`src/rtl/motor_ramp_sched.sv`:
```
// motor_ramp_sched: APB3 dual H-bridge duty sequencer with ramping,
// reversal coast dwell, emergency brake and glitch-free PWM.
module motor_ramp_side #(
  parameter int PWM_PERIOD  = 1000,
  parameter int DWELL_TICKS = 4,
  parameter int DW          = 10
) (
  input  logic          clk,
  input  logic          rst,
  input  logic          tick,
  input  logic          enable,
  input  logic          estop,
  input  logic          tgt_dir,
  input  logic [DW-1:0] tgt_duty,
  input  logic [7:0]    step,
  input  logic [DW-1:0] pwm_cnt,
  input  logic          pwm_wrap,
  output logic [2:0]    state,
  output logic [DW-1:0] cur,
  output logic [1:0]    pins,
  output logic          pwm
);
  localparam int DCW = $clog2(DWELL_TICKS + 1);

  typedef enum logic [2:0] {
    IDLE    = 3'd0,
    RUN     = 3'd1,
    RAMP_DN = 3'd2,
    DWELL   = 3'd3,
    BRAKE   = 3'd4
  } state_e;

  state_e         state_q, state_d;
  logic [DW-1:0]  cur_q, cur_d;
  logic [DW-1:0]  duty_q, duty_d;
  logic           dir_q, dir_d;
  logic [DCW-1:0] dwell_q, dwell_d;
  logic [DW-1:0]  step_w, diff, mv, dn;

  assign step_w = DW'(step);
  assign diff   = (tgt_duty > cur_q) ? tgt_duty - cur_q : cur_q - tgt_duty;
  assign mv     = (step_w < diff) ? step_w : diff;
  assign dn     = (step_w < cur_q) ? step_w : cur_q;

  always_comb begin
    state_d = state_q;
    cur_d   = cur_q;
    dir_d   = dir_q;
    dwell_d = dwell_q;
    duty_d  = pwm_wrap ? cur_q : duty_q;
    // estop is not tick-gated: brake wins from any state
    if (estop) begin
      state_d = BRAKE;
      cur_d   = '0;
    end else if (tick) begin
      unique case (state_q)
        IDLE: begin
          cur_d = '0;
          if (enable && tgt_duty != '0) begin
            dir_d   = tgt_dir;
            state_d = RUN;
          end
        end
        RUN: begin
          if (!enable || tgt_dir != dir_q)
            state_d = RAMP_DN;
          else if (cur_q == '0 && tgt_duty == '0)
            state_d = IDLE;
          else if (tgt_duty > cur_q)
            cur_d = cur_q + mv;
          else
            cur_d = cur_q - mv;
        end
        RAMP_DN: begin
          cur_d = cur_q - dn;
          if (cur_q == dn) begin
            state_d = DWELL;
            dwell_d = '0;
          end
        end
        DWELL: begin
          if (dwell_q == DCW'(DWELL_TICKS - 1))
            state_d = IDLE;
          else
            dwell_d = dwell_q + DCW'(1);
        end
        BRAKE:   state_d = IDLE;
        default: state_d = IDLE;
      endcase
    end
  end

  always_comb begin
    pins = 2'b00;
    unique case (state_q)
      RUN, RAMP_DN: pins = dir_q ? 2'b01 : 2'b10;
      BRAKE:        pins = 2'b11;
      default:      pins = 2'b00;
    endcase
  end

  always_ff @(posedge clk) begin
    if (rst) begin
      state_q <= IDLE;
      cur_q   <= '0;
      duty_q  <= '0;
      dir_q   <= 1'b0;
      dwell_q <= '0;
    end else begin
      state_q <= state_d;
      cur_q   <= cur_d;
      duty_q  <= duty_d;
      dir_q   <= dir_d;
      dwell_q <= dwell_d;
    end
  end

  assign state = state_q;
  assign cur   = cur_q;
  assign pwm   = pwm_cnt < duty_q;
endmodule

module motor_ramp_sched #(
  parameter int PWM_PERIOD  = 1000,
  parameter int TICK_DIV    = 50000,
  parameter int DWELL_TICKS = 4,
  parameter int DW          = 10
) (
  input  logic        PCLK,
  input  logic        PRESET,
  input  logic        PSEL,
  input  logic        PENABLE,
  input  logic        PWRITE,
  input  logic [31:0] PADDR,
  input  logic [31:0] PWDATA,
  output logic        PREADY,
  output logic        PSLVERR,
  output logic [31:0] PRDATA,
  output logic        pwmLeft,
  output logic        pwmRight,
  output logic [3:0]  inputsAB
);
  localparam int TW = $clog2(TICK_DIV + 1);

  logic [DW-1:0] tgt_l_q, tgt_l_d, tgt_r_q, tgt_r_d;
  logic          dir_l_q, dir_l_d, dir_r_q, dir_r_d;
  logic [7:0]    step_q, step_d;
  logic          en_q, en_d, estop_q, estop_d;
  logic [TW-1:0] tick_cnt_q, tick_cnt_d;
  logic [DW-1:0] pwm_cnt_q, pwm_cnt_d;
  logic          tick, pwm_wrap;
  logic [2:0]    idx, st_l, st_r;
  logic          access, wr, bad;
  logic [DW-1:0] duty_w, cur_l, cur_r;
  logic [1:0]    pins_l, pins_r;
  logic          unused;

  assign tick     = tick_cnt_q == TW'(TICK_DIV - 1);
  assign pwm_wrap = pwm_cnt_q == DW'(PWM_PERIOD - 1);
  assign idx      = PADDR[4:2];
  assign access   = PSEL & PENABLE;
  assign wr       = access & PWRITE;
  assign bad      = (idx > 3'd4) || (PWRITE && idx == 3'd4);
  assign PSLVERR  = access & bad;
  assign PREADY   = 1'b1;
  assign duty_w   = (PWDATA[15:0] > 16'(PWM_PERIOD))
                  ? DW'(PWM_PERIOD) : PWDATA[DW-1:0];
  assign unused   = ^{PADDR[31:5], PADDR[1:0], PWDATA[31:17]};

  always_comb begin
    tgt_l_d    = tgt_l_q;
    tgt_r_d    = tgt_r_q;
    dir_l_d    = dir_l_q;
    dir_r_d    = dir_r_q;
    step_d     = step_q;
    en_d       = en_q;
    estop_d    = estop_q;
    tick_cnt_d = tick ? '0 : tick_cnt_q + TW'(1);
    pwm_cnt_d  = pwm_wrap ? '0 : pwm_cnt_q + DW'(1);
    if (wr && !bad) begin
      unique case (idx)
        3'd0: begin tgt_l_d = duty_w; dir_l_d = PWDATA[16]; end
        3'd1: begin tgt_r_d = duty_w; dir_r_d = PWDATA[16]; end
        3'd2: step_d = PWDATA[7:0];
        3'd3: begin en_d = PWDATA[0]; estop_d = PWDATA[1]; end
        default: ;
      endcase
    end
  end

  always_comb begin
    PRDATA = '0;
    if (PSEL && !PWRITE) begin
      unique case (idx)
        3'd0: begin PRDATA[16] = dir_l_q; PRDATA[DW-1:0] = tgt_l_q; end
        3'd1: begin PRDATA[16] = dir_r_q; PRDATA[DW-1:0] = tgt_r_q; end
        3'd2: PRDATA[7:0] = step_q;
        3'd3: PRDATA[1:0] = {estop_q, en_q};
        3'd4: begin
          PRDATA[30:28]     = st_r;
          PRDATA[16 +: DW]  = cur_r;
          PRDATA[14:12]     = st_l;
          PRDATA[DW-1:0]    = cur_l;
        end
        default: PRDATA = '0;
      endcase
    end
  end

  always_ff @(posedge PCLK) begin
    if (PRESET) begin
      tgt_l_q    <= '0;
      tgt_r_q    <= '0;
      dir_l_q    <= 1'b0;
      dir_r_q    <= 1'b0;
      step_q     <= '0;
      en_q       <= 1'b0;
      estop_q    <= 1'b0;
      tick_cnt_q <= '0;
      pwm_cnt_q  <= '0;
    end else begin
      tgt_l_q    <= tgt_l_d;
      tgt_r_q    <= tgt_r_d;
      dir_l_q    <= dir_l_d;
      dir_r_q    <= dir_r_d;
      step_q     <= step_d;
      en_q       <= en_d;
      estop_q    <= estop_d;
      tick_cnt_q <= tick_cnt_d;
      pwm_cnt_q  <= pwm_cnt_d;
    end
  end

  motor_ramp_side #(
    .PWM_PERIOD(PWM_PERIOD), .DWELL_TICKS(DWELL_TICKS), .DW(DW)
  ) u_left (
    .clk(PCLK), .rst(PRESET), .tick(tick), .enable(en_q),
    .estop(estop_q), .tgt_dir(dir_l_q), .tgt_duty(tgt_l_q),
    .step(step_q), .pwm_cnt(pwm_cnt_q), .pwm_wrap(pwm_wrap),
    .state(st_l), .cur(cur_l), .pins(pins_l), .pwm(pwmLeft)
  );

  motor_ramp_side #(
    .PWM_PERIOD(PWM_PERIOD), .DWELL_TICKS(DWELL_TICKS), .DW(DW)
  ) u_right (
    .clk(PCLK), .rst(PRESET), .tick(tick), .enable(en_q),
    .estop(estop_q), .tgt_dir(dir_r_q), .tgt_duty(tgt_r_q),
    .step(step_q), .pwm_cnt(pwm_cnt_q), .pwm_wrap(pwm_wrap),
    .state(st_r), .cur(cur_r), .pins(pins_r), .pwm(pwmRight)
  );

  assign inputsAB = {pins_r, pins_l};
endmodule
```
`config.mk`:
```
export PLATFORM = sky130hd
export DESIGN_NAME = motor_ramp_sched
export DESIGN_NICKNAME = d
export VERILOG_FILES = /design/src/rtl/motor_ramp_sched.sv
export SDC_FILE = /design/constraint.sdc
export NUM_CORES = 1
export LEC_CHECK = 0
export ABC_AREA = 1
export CAP_MARGIN = 20
export CORE_UTILIZATION = 30
export CTS_CLUSTER_DIAMETER = 30
export CTS_CLUSTER_SIZE = 24
export DETAILED_ROUTE_END_ITERATION = 12
export GPL_TIMING_DRIVEN = 0
export PLACE_DENSITY = 0.54
export SKIP_LAST_GASP = 1
export SLEW_MARGIN = 40
export SYNTH_ARGS = -nofsm -noshare
export SYNTH_HDL_FRONTEND = slang
export SYNTH_SLANG_ARGS = --single-unit
```
`constraint.sdc`:
```
create_clock -name PCLK -period 6.26 [get_ports PCLK]
set_clock_uncertainty 0.05 [all_clocks]
set_input_delay 1.252 -clock PCLK [delete_from_list [all_inputs] [get_ports PCLK]]
set_output_delay 1.252 -clock PCLK [all_outputs]
set_load 0.02 [all_outputs]
```
==> flow_summary.json, run 1 <==
{
  "core-area_um2": 33400,
  "port_buffers": 57,
  "final.min_clock_period_ps": 5920,
  "cts_made_buffers": 9,
  "slew_headroom_pct": 41.0,
  "initial_utilization_pct": 30.5,
  "cp_max_fo": 10,
  "wl_mm": 34.9,
  "p_leak_nw": 5.32,
  "status": "complete, no violations",
  "ir_worst_vdd_v": 0.000129,
  "worst_pin_slew_ps": 878,
  "fin_cells": 2084,
  "num_rows": 67,
  "cts_buffer_depth": 2,
  "drc": 0,
  "whs_ps": 399,
  "p_per_area_nw_per_um2": 187,
  "dieArea_um2": 34700,
  "routabilityCongestion": 0.956,
  "die-width_um": 186,
  "hold_class": "flop to flop",
  "ys.flop_type": "dfxtp_1",
  "synth_edf_count": 0,
  "async_flop_share_pct": 0,
  "synth_top_area_share_pct": 22.0,
  "cts_tree": "yes",
  "antennaDiodeCount": 0,
  "worst_skew_pair.late_latency_ps": 370,
  "hpwl_mm": 28.3,
  "hold_viol": 0,
  "h-tree-depth": 3,
  "seq_area_frac_synth_pct": 22.0,
  "setup_viol": 0,
  "grt_max_degree": 20,
  "finalWorstSetupSlack_ps": 343,
  "layout-drive-gt1-share_pct": 11.9,
  "layout_common_cells": "253 x nand2_1, 225 x inv_1, 149 x o21ai_0, 143 x a21oi_1, 137 x nor2_1",
  "clk_pin_slew_ps": 70,
  "crit_arrival_ps": 6160,
  "dpl.cell_count": 2051,
  "grt_pass1_wl_mm": 53.9,
  "drtPass1Iterations": 5,
  "grt_pass1_vias": 9922,
  "pre_cts_slack_ps": -212,
  "syn_avg_cell_area_um2": 6.61,
  "die_h_um": 186,
  "avgViaCountPerCell": 5.06,
  "synth_seq_cells": 112,
  "yosysUniqueCellTypes": 56,
  "final_common_cell": "nand2_1",
  "crit_slowest_cell": "dfxtp_4",
  "final.setup.tns_ps": 0,
  "fin_nets": 1832,
  "cp.required_ps": 6500,
  "cts.sinks": 112,
  "cts-hold-fix-buffers": 0,
  "slowest_delay_ps": 400,
  "yosysTopAreaCell": "dfxtp_1",
  "syn_to_final_growth_pct": 19.7,
  "drv_slew": 0,
  "start_kind": "flop",
  "fmax_mhz": 169,
  "grt_antenna_before_repair": 0,
  "final_core_util_pct": 36.5,
  "drtAntennaViolNets": 0,
  "timing.critical_path.mode_cell": "nand2_1",
  "worstSetupPathType": "flop to flop",
  "rsz0062_at_grt": "yes",
  "ios": 109,
  "overflow": 0,
  "first_iter_violations": 826,
  "cp-end-kind": "flop",
  "grt_usage_pct": 19.7,
  "fin_crit_sh_pct": 94.5,
  "ys_warn_count": 0,
  "synthTopCellsByArea": "dfxtp_1 22%, ha_1 15%, nand2_1 9.4%",
  "routedWlPerCell_um": 16.8,
  "root_buffer": "clkbuf_16",
  "netlist_area_um2": 10200,
  "postSynthCellCount": 1541,
  "vias": 10535,
  "max_cap_viol_count": 0
}
## final timing paths
check	from	endpoint	slack [ps]	depth (start not counted)
max	u_left.cur[9]	u_left.cur[9]	340	43
min	u_left.duty_q[0]	u_left.duty_q[0]	400	2
min reg2reg	u_left.duty_q[0]	u_left.duty_q[0]	400	2
max reg2reg	u_left.cur[9]	u_left.cur[9]	340	43
## metal layers
layer | GRT usage, % | vias up | wire length (µm)
li1 | - | 5323 | -
met1 | 26.8 | 4813 | 16100
met2 | 31.4 | 345 | 15300
met3 | 3.29 | 54 | 2510
met4 | 6.39 | 0 | 990
met5 | 0 | - | 0
## logic make-up after synthesis
logic type / count (synthesis) / synth area share [%]
simple gates: 571 / 24.7
buf+inv: 280 / 10.8
flops: 112 / 22.0
other cells: 2 / 0.0737
compound gates: 412 / 22.8
fa+ha+maj: 132 / 16.8
xor+xnor: 32 / 2.75
## cell type report
cell class | count | area (µm²)
fill | 3569 | 21300
multi-input combinational | 1154 | 7140
sequential | 112 | 2330
inverter | 245 | 935
timing repair buffer | 74 | 711
tap | 448 | 561
clock buffer | 10 | 239
buffer | 35 | 191
clock inverter | 6 | 96.3
## synthesized netlist by cell type (6+ instances only)
master and number:
nor2_2 6, inv_1 234, nand4_1 10, a221oi_1 12, nor2_1 142, fa_1 8
xor2_1 26, a211oi_1 16, buf_4 7, nor4_1 13, a31oi_1 11, o21ai_1 9
o21bai_1 10, or2_2 14, dfxtp_1 112, clkbuf_1 22, a21oi_1 151, nand3_1 58
nand2_2 13, o21a_1 10, clkinv_1 6, ha_1 124, nand2_1 256, xnor2_1 6
nor3_1 35, o21ai_0 153, o22ai_1 16
## stage by stage
step / total power (W) / cell area [µm²]
after detailed placement: 0.00154 / 11300
final: 0.00228 / 12200
after floorplan: 0.00136 / 10200
after global placement: 0.00153 / 11300
after global routing: 0.00244 / 12200
after CTS: 0.00221 / 11700
## critical path: cells and delay by family, from the launching register on
kind / cells / cell delay [ps]
AOI/OAI and AO/OA: 9 / 1130
buffers and inverters: 5 / 440
xor gates and xnor gates: 1 / 230
DFF: 1 / 400
and+or+nand+nor: 24 / 2420
adders and majority gates: 4 / 1180
## state kept, by name, indices dropped and copies added, names as in the netlist
name,cells
pwm_cnt_q,10
tgt_r_q,10
u_left.cur,10
en_q,1
u_left.duty_q,10
dir_r_q,1
u_right.state,3
u_left.dwell_q,3
tick_cnt_q,16
step_q,8
u_right.dwell_q,3
u_right.cur,10
u_right.duty_q,10
tgt_l_q,10
u_right.dir_q,1
estop_q,1
u_left.state,3
dir_l_q,1
u_left.dir_q,1
## what timing repair did
| action | CTS | global route |
|---|---|---|
| endpoints found under the hold margin | 0 | 0 |
| pin swaps | 0 | 15 |
| endpoints found under the setup margin | 3 | 8 |
| resized for setup | 16 | 112 |
| setup buffers | 0 | 17 |
## report_power, final
group,internal [W],leakage (nW),switching [W],total (W)
Clock,0.000369,0.162,0.000298,0.000667
Sequential,0.000711,0.927,0.00000935,0.000721
Combinational,0.000341,4.23,0.000553,0.000894
Total,0.00142,5.32,0.000860,0.00228
(Power assumes the default switching activity.)
==> run 2, diff against run 1 <==
==> constraint.sdc (replaced) <==
create_clock -name PCLK -period 6.82 [get_ports PCLK]
set_clock_uncertainty 0.05 [all_clocks]
set_input_delay 1.364 -clock PCLK [delete_from_list [all_inputs] [get_ports PCLK]]
set_output_delay 1.364 -clock PCLK [all_outputs]
set_load 0.02 [all_outputs]
==> run 2 against run 1 <==
Clock power shrank 8.4%. Die area did not move. Utilization fell by 1.5 points. Wire length fell by 1.5%. First-iteration DRC count rose by 1.2%. Non-clock buffer count is 18 lower. Hold slack barely moved. Via count shrank 1.3%. Worst setup slack improved by 120 ps. Highest routed layer unchanged.
==> flow_summary.json, run 2 (synthesis results as in run 1) <==
{
  "syn_to_final_growth_pct": 14.9,
  "timing.critical_path.mode_cell": "nand2_1",
  "grt_pass1_wl_mm": 53.9,
  "grt_usage_pct": 19.7,
  "crit_slowest_cell": "dfxtp_1",
  "wl_mm": 34.4,
  "setup_viol": 0,
  "grt_pass1_vias": 9903,
  "start_kind": "flop",
  "ir_worst_vdd_v": 0.000120,
  "cp_max_fo": 10,
  "hold_class": "flop to flop",
  "h-tree-depth": 3,
  "crit_arrival_ps": 6590,
  "top_register": "tick_cnt_q",
  "die_h_um": 186,
  "layout-drive-gt1-share_pct": 6.37,
  "cts_tree": "yes",
  "cp.required_ps": 7060,
  "post_cts_buffers": 0,
  "status": "complete, no violations",
  "regArea_um2": 2260,
  "grt_antenna_before_repair": 0,
  "rsz0062_at_grt": "yes",
  "grt_max_degree": 20,
  "cp-end-kind": "flop",
  "final.min_clock_period_ps": 6360,
  "routedWlPerCell_um": 16.6,
  "first_iter_violations": 836,
  "fin_nets": 1814,
  "multi_input_area_um2": 6880,
  "num_rows": 67,
  "ios": 109,
  "routabilityCongestion": 0.956,
  "place_area_um2": 11300,
  "max_cap_viol_count": 0,
  "cts_buffer_depth": 2,
  "hpwl_mm": 28.3,
  "port_buffers": 57,
  "root_buffer": "clkbuf_16",
  "clk_pin_slew_ps": 80,
  "drtPass1Iterations": 5,
  "slowest_delay_ps": 420,
  "p_leak_nw": 5.19,
  "die-width_um": 186,
  "hold_viol": 0,
  "final_area_um2": 11700,
  "cts-hold-fix-buffers": 0,
  "cts_made_buffers": 9,
  "overflow": 0,
  "whs_ps": 399,
  "fmax_mhz": 157,
  "vias": 10399,
  "layout_common_cells": "256 x nand2_1, 233 x inv_1, 151 x a21oi_1, 150 x o21ai_0, 141 x nor2_1",
  "drc": 0,
  "worst_skew_pair.late_latency_ps": 370,
  "worst_pin_slew_ps": 792,
  "drtAntennaViolNets": 0,
  "fin_total_pwr_w": 0.00202,
  "antennaDiodeCount": 0,
  "slew_headroom_pct": 46.8,
  "dieArea_um2": 34700,
  "drv_slew": 0,
  "fin_crit_sh_pct": 93.2,
  "final.setup.tns_ps": 0,
  "initial_utilization_pct": 30.5,
  "avgViaCountPerCell": 5.03,
  "largest_reg_flops": 16,
  "nFillCells": 3619,
  "final_core_util_pct": 35.0,
  "p_per_area_nw_per_um2": 173,
  "core-area_um2": 33400,
  "cts.sinks": 112,
  "worstSetupPathType": "flop to flop",
  "final_common_cell": "nand2_1"
}
## run 2: cell types whose count changed in the layout (fill, tap and decap cells not counted), sizes merged
cell / before / now
buf: 29 / 12
clkinvlp: 3 / 1
inv: 240 / 242
clkbuf: 33 / 32
## run 2: final cells by class
cell class | count | share of cell area [%]
clock inverter | 6 | 0.823
clock buffer | 10 | 2.04
timing repair buffer | 57 | 4.87
buffer | 34 | 1.52
inverter | 245 | 7.88
tap | 448 | 4.79
sequential | 112 | 19.3
multi-input combinational | 1154 | 58.8
## run 2: routing by layer
metal,track usage (%),vias to the layer above,wire (µm)
met5,0,-,0
met4,6.42,0,954
met3,3.29,55,2210
met2,31.4,313,15000
met1,26.8,4740,16200
li1,-,5291,-
## run 2: path summary, 6_finish.rpt
path	slack, ps	endpoint	start	depth (start not counted)
hold reg to reg	400	u_left.duty_q[0]	u_left.duty_q[0]	2
setup / recovery	460	u_left.cur[9]	tgt_l_q[7]	44
setup reg to reg	460	u_left.cur[9]	tgt_l_q[7]	44
hold / removal	400	u_left.duty_q[0]	u_left.duty_q[0]	2
## run 2: metrics by stage
step                setup slack [ps]  cells
global route                   -53.5   2066
floorplan                       1430   1546
global placement                 377   2051
finish                           465   2066
CTS                              293   2067
detailed placement               348   2051
## run 2: what timing repair did
item | CTS | global route
endpoints found under the setup margin | 0 | 4
endpoints found under the hold margin | 0 | 0
resized for setup | 0 | 18
## run 2: power by group
part | internal [W] | switching (W) | leakage (nW)
Combinational | 0.000265 | 0.000476 | 4.12
Sequential | 0.000659 | 0.00000845 | 0.910
Clock | 0.000338 | 0.000273 | 0.162
Total | 0.00126 | 0.000758 | 5.19
## run 2: critical path: cells and delay by family (launching register included)
kind	cells	cell delay (ps)
fa+ha+maj	4	1170
simple gates	24	2620
buf+inv	5	450
xor+xnor	1	230
flops	1	420
compound gates	10	1340
